--- config.mk ---
export PLATFORM = sky130hd
export DESIGN_NAME = pulse_scheduler
export DESIGN_NICKNAME = d
export VERILOG_FILES = /design/src/rtl/pulse_scheduler.sv
export SDC_FILE = /design/constraint.sdc
export NUM_CORES = 1
export LEC_CHECK = 0
export BUFFER_PORTS_ARGS = -buffer_cell sky130_fd_sc_hd__buf_2
export CORE_MARGIN = 10
export CORE_UTILIZATION = 53
export CTS_CLUSTER_DIAMETER = 200
export DETAILED_ROUTE_END_ITERATION = 8
export PLACE_DENSITY = 0.76
export SLEW_MARGIN = 25
export SYNTH_ARGS = -nofsm -noshare
export SYNTH_HDL_FRONTEND = slang
export SYNTH_SLANG_ARGS = --single-unit
--- constraint.sdc ---
create_clock -name i_clk -period 1.96 [get_ports i_clk]
set_clock_uncertainty 0.15 [all_clocks]
set_input_delay 0.098 -clock i_clk [delete_from_list [all_inputs] [get_ports i_clk]]
set_output_delay 0.098 -clock i_clk [all_outputs]
set_load 0.005 [all_outputs]
--- src/rtl/pulse_scheduler.sv ---
// Round-robin scheduler for a shared fixed-width pulse line.
// One granted request yields one PULSE_LEN-cycle pulse, a one-cycle ack and a GAP_LEN guard gap.
module pulse_scheduler #(
    parameter int unsigned NUM_REQ   = 4,
    parameter int unsigned PULSE_LEN = 4,
    parameter int unsigned GAP_LEN   = 2
) (
    input  logic                       i_clk,
    input  logic                       i_reset,
    input  logic [NUM_REQ-1:0]         i_req,
    output logic [NUM_REQ-1:0]         o_ack,
    output logic                       o_pulse_out,
    output logic [$clog2(NUM_REQ)-1:0] o_sel,
    output logic                       o_busy
);

    localparam int unsigned SW     = $clog2(NUM_REQ);
    localparam int unsigned MAXLEN = (PULSE_LEN > GAP_LEN) ? PULSE_LEN : GAP_LEN;
    localparam int unsigned CW     = $clog2(MAXLEN + 1);

    localparam logic [CW-1:0] PulseInit = CW'(PULSE_LEN - 1);
    // GAP_LEN=0 never loads the gap counter; the guard only keeps the constant in range.
    localparam logic [CW-1:0] GapInit   = (GAP_LEN > 0) ? CW'(GAP_LEN - 1) : '0;
    localparam logic [SW-1:0] LastInit  = SW'(NUM_REQ - 1);

    typedef enum logic [1:0] {
        StIdle,
        StPulse,
        StGap
    } state_t;

    state_t              r_state;
    state_t              w_state_next;
    logic [CW-1:0]       r_cnt;
    logic [CW-1:0]       w_cnt_next;
    logic                r_pulse;
    logic                w_pulse_next;
    logic [NUM_REQ-1:0]  r_ack;
    logic [NUM_REQ-1:0]  w_ack_next;
    logic [SW-1:0]       r_sel;
    logic [SW-1:0]       w_sel_next;
    logic [SW-1:0]       r_last;
    logic [SW-1:0]       w_last_next;
    logic                r_busy;
    logic                w_busy_next;
    logic                w_any_req;
    logic [SW-1:0]       w_winner;

    // Pick the first requester searching upward from last+1 with wrap-around.
    // Iterating from the farthest offset down leaves the nearest set bit as the winner.
    always_comb begin
        w_any_req = |i_req;
        w_winner  = r_last;
        for (int i = int'(NUM_REQ); i > 0; i--) begin
            if (i_req[(int'(r_last) + i) % int'(NUM_REQ)]) begin
                w_winner = SW'((int'(r_last) + i) % int'(NUM_REQ));
            end
        end
    end

    // Next-state and registered-output values.
    always_comb begin
        w_state_next = r_state;
        w_cnt_next   = r_cnt;
        w_pulse_next = r_pulse;
        w_ack_next   = '0;
        w_sel_next   = r_sel;
        w_last_next  = r_last;
        unique case (r_state)
            StIdle: begin
                if (w_any_req) begin
                    w_state_next = StPulse;
                    w_pulse_next = 1'b1;
                    w_sel_next   = w_winner;
                    w_last_next  = w_winner;
                    w_cnt_next   = PulseInit;
                end
            end
            StPulse: begin
                if (r_cnt == '0) begin
                    w_pulse_next      = 1'b0;
                    w_ack_next[r_sel] = 1'b1;
                    if (GAP_LEN > 0) begin
                        w_state_next = StGap;
                        w_cnt_next   = GapInit;
                    end else begin
                        w_state_next = StIdle;
                    end
                end else begin
                    w_cnt_next = r_cnt - 1'b1;
                end
            end
            StGap: begin
                if (r_cnt == '0) begin
                    w_state_next = StIdle;
                end else begin
                    w_cnt_next = r_cnt - 1'b1;
                end
            end
            default: begin
                w_state_next = StIdle;
                w_pulse_next = 1'b0;
            end
        endcase
        w_busy_next = (w_state_next != StIdle);
    end

    // State and output registers; reset drops the pulse line immediately.
    always_ff @(posedge i_clk or negedge i_reset) begin
        if (!i_reset) begin
            r_state <= StIdle;
            r_cnt   <= '0;
            r_pulse <= 1'b0;
            r_ack   <= '0;
            r_sel   <= '0;
            r_last  <= LastInit;
            r_busy  <= 1'b0;
        end else begin
            r_state <= w_state_next;
            r_cnt   <= w_cnt_next;
            r_pulse <= w_pulse_next;
            r_ack   <= w_ack_next;
            r_sel   <= w_sel_next;
            r_last  <= w_last_next;
            r_busy  <= w_busy_next;
        end
    end

    assign o_ack       = r_ack;
    assign o_pulse_out = r_pulse;
    assign o_sel       = r_sel;
    assign o_busy      = r_busy;

endmodule

==> reports/results.tsv <==
metric	value	unit
rsz0062_at_grt	no	
track_usage	9.833	%
cts_tree	yes	
fin_setup_tns	0	ns
timing.final.crit_share	93.06	%
clock-root-buffer	clkbuf_4	
drv_slew	0	
relSlewSlack	67.70	%
violations	hold timing	
utilization	65.03	%
syn_avg_cell_area	9.597	µm²
ff2ff_path_depth	6	
synthToLayoutAreaGrowth	16.00	%
cts_setup_buffers	0	
grt_first_pass_wirelength	2704	µm
pre_cts_slack	0.1066	ns
clock_path_buffers	2	
yosysSeqAreaShare	44.74	%
power	1.404	mW
netlist_area	844.6	µm²
gp_congestion	0.7851	
place_inst	116	
io_buffer_count	13	
via_per_inst	5.451	
cap_violations	0	
hold_slack	-0.001332	ns
synth.net_count	100	
synthCells	88	
clock_sinks	15	
cp_max_fo	9	
io_pins	14	
grt_max_degree	16	
numCtsBuffers	3	
drtIter0Drc	5	
whs_path_depth	3	
ys_top_cells_by_area	dfrtp_1 (39%), ha_1 (8.9%), dfstp_2 (6.2%)	
place_area	922.1	µm²
clock.fmax	548.2	MHz
fin_ws	0.1360	ns
worst_slew_pin_slew	0.4806	ns
die_area	3590	µm²
post-synth-top-count-cell	dfrtp_1	
yosysUniqueCellTypes	30	
crit_start	i_req[1]	
cp-end-kind	register	
antennaDiodeCount	0	
initial_utilization	56.06	%
synthFlopType	dfrtp_1	
first_pass_iters	4	
drc	0	
worstReg2RegStart	r_cnt[0]$_DFFE_PN0P_	
grt_overflow_total	0	
p_per_area	1433	nW/µm²
finalNonFillerCells	122	
wl_per_cell	13.26	µm
synth_top_area_share	38.52	%
num_rows	14	
grt_util_met3	4.237	%
vias	665	
synthArstFlopShare	100.0	%
synth-edff-count	0	
die_h	59.92	µm
insertion_delay	0.29	ns
ant_nets	0	
grt.busiest_layer	met2	
core-area	1506	µm²
grt_pass1_vias	626	
start_kind	primary input	
synth_seq_cells	15	
yosys-top-cells-count	dfrtp_1 (13), nand2_1 (12), a21oi_1 (8)	
finalHoldViolations	1	
worst_ep_required_time	1.99	ns
grt_util_met1	11.58	%
dpl.hpwl	1232	µm
final_area	979.7	µm²
use_met2	14.41	%
min_from	i_req[3]	
wl	1618	µm
yosysTopAreaCell	dfrtp_1	
htreeDepth	1	
critical_path_class	primary input to register	
antenna_found_initial	0	
finalCriticalPeriod	1.824	ns
path_clk_slew	0.09	ns
synth_warnings	0	
finalSetupViolations	0	
hp-class	primary input to register	
p_leak	0.4803	nW
crit_arrival	1.85	ns
die_w	59.92	µm
nNetsFinal	119	
peakVddDrop	0.0006603	V
post_route_cells_drive_above_1_share	21.70	%
outcome	finished with violations	
-- worst max-delay path, stage by stage --
cell and delay, ns:
dlygate4sd3_1 0.53, buf_2 0.15, nor4_2 0.47, nand2b_1 0.19, buf_4 0.17, inv_1 0.05
a22o_1 0.19
-- placed cells by master, fill, tap and decap left out, types with 2 or more instances in the layout --
cell,count
clkbuf_4,3
buf_2,13
dlygate4sd3_1,2
dfstp_2,2
dfrtp_1,13
nand2b_1,6
nor2_1,7
ha_1,6
nor2b_1,2
inv_1,5
a21oi_1,8
nand2_1,12
a31oi_1,2
nor3b_1,2
a22o_1,3
nor3_1,2
o21ai_0,2
-- area by class of cell --
cell class / count / area [µm²]
Tap cell: 16 / 20.02
Clock buffer: 4 / 26.28
Sequential cell: 15 / 377.9
Fill cell: 118 / 526.8
Inverter: 5 / 18.77
Timing Repair Buffer: 16 / 92.59
Multi-Input combinational cell: 66 / 444.2
-- repair_timing --
action	4_1_cts	5_1_grt
hold buffers	2	0
gates resized for setup	0	1
hold endpoints to repair	16	0
endpoints found under the setup margin	0	2
-- layer usage --
layer  routed length [µm]  vias to the layer above
li1                     -                      344
met1                  755                      301
met2                  707                       15
met3                  122                        5
met4                   33                        0
met5                    0                        -
-- report_power, final --
group | switching (mW) | internal (mW) | leakage [nW]
Combinational | 0.354 | 0.307 | 0.280
Sequential | 0.114 | 0.447 | 0.186
Clock | 0.103 | 0.0792 | 0.0150
-- cell families (layout without fill, tap and decap cells) --
group           after synthesis  count (layout)  synth area share, %
fa+ha+maj                     6               6                8.889
flops                        15              15                44.74
compound gates               23              23                18.37
simple gates                 37              37                24.00
buf+inv                       7              25                4.000
-- state kept, by name (all words and copies together) (netlist names) --
| signal | flops |
|---|---|
| o_sel | 2 |
| o_pulse_out | 1 |
| o_ack | 4 |
| r_last | 2 |
| r_state | 2 |
| r_cnt | 3 |
| o_busy | 1 |
-- worst paths after layout --
path                                      endpoint  slack [ns]
hold reg to reg               r_cnt[1]$_DFFE_PN0P_        0.35
hold / removal               r_last[0]$_DFFE_PN1P_      -0.001
min in group asynchronous       o_ack[1]$_DFF_PN0_        0.07
max in group asynchronous    r_last[0]$_DFFE_PN1P_        1.30
setup / recovery           o_pulse_out$_DFFE_PN0P_        0.14
setup reg to reg              r_cnt[2]$_DFFE_PN0P_        0.15
No activity file was read; power rests on OpenSTA's default activity.
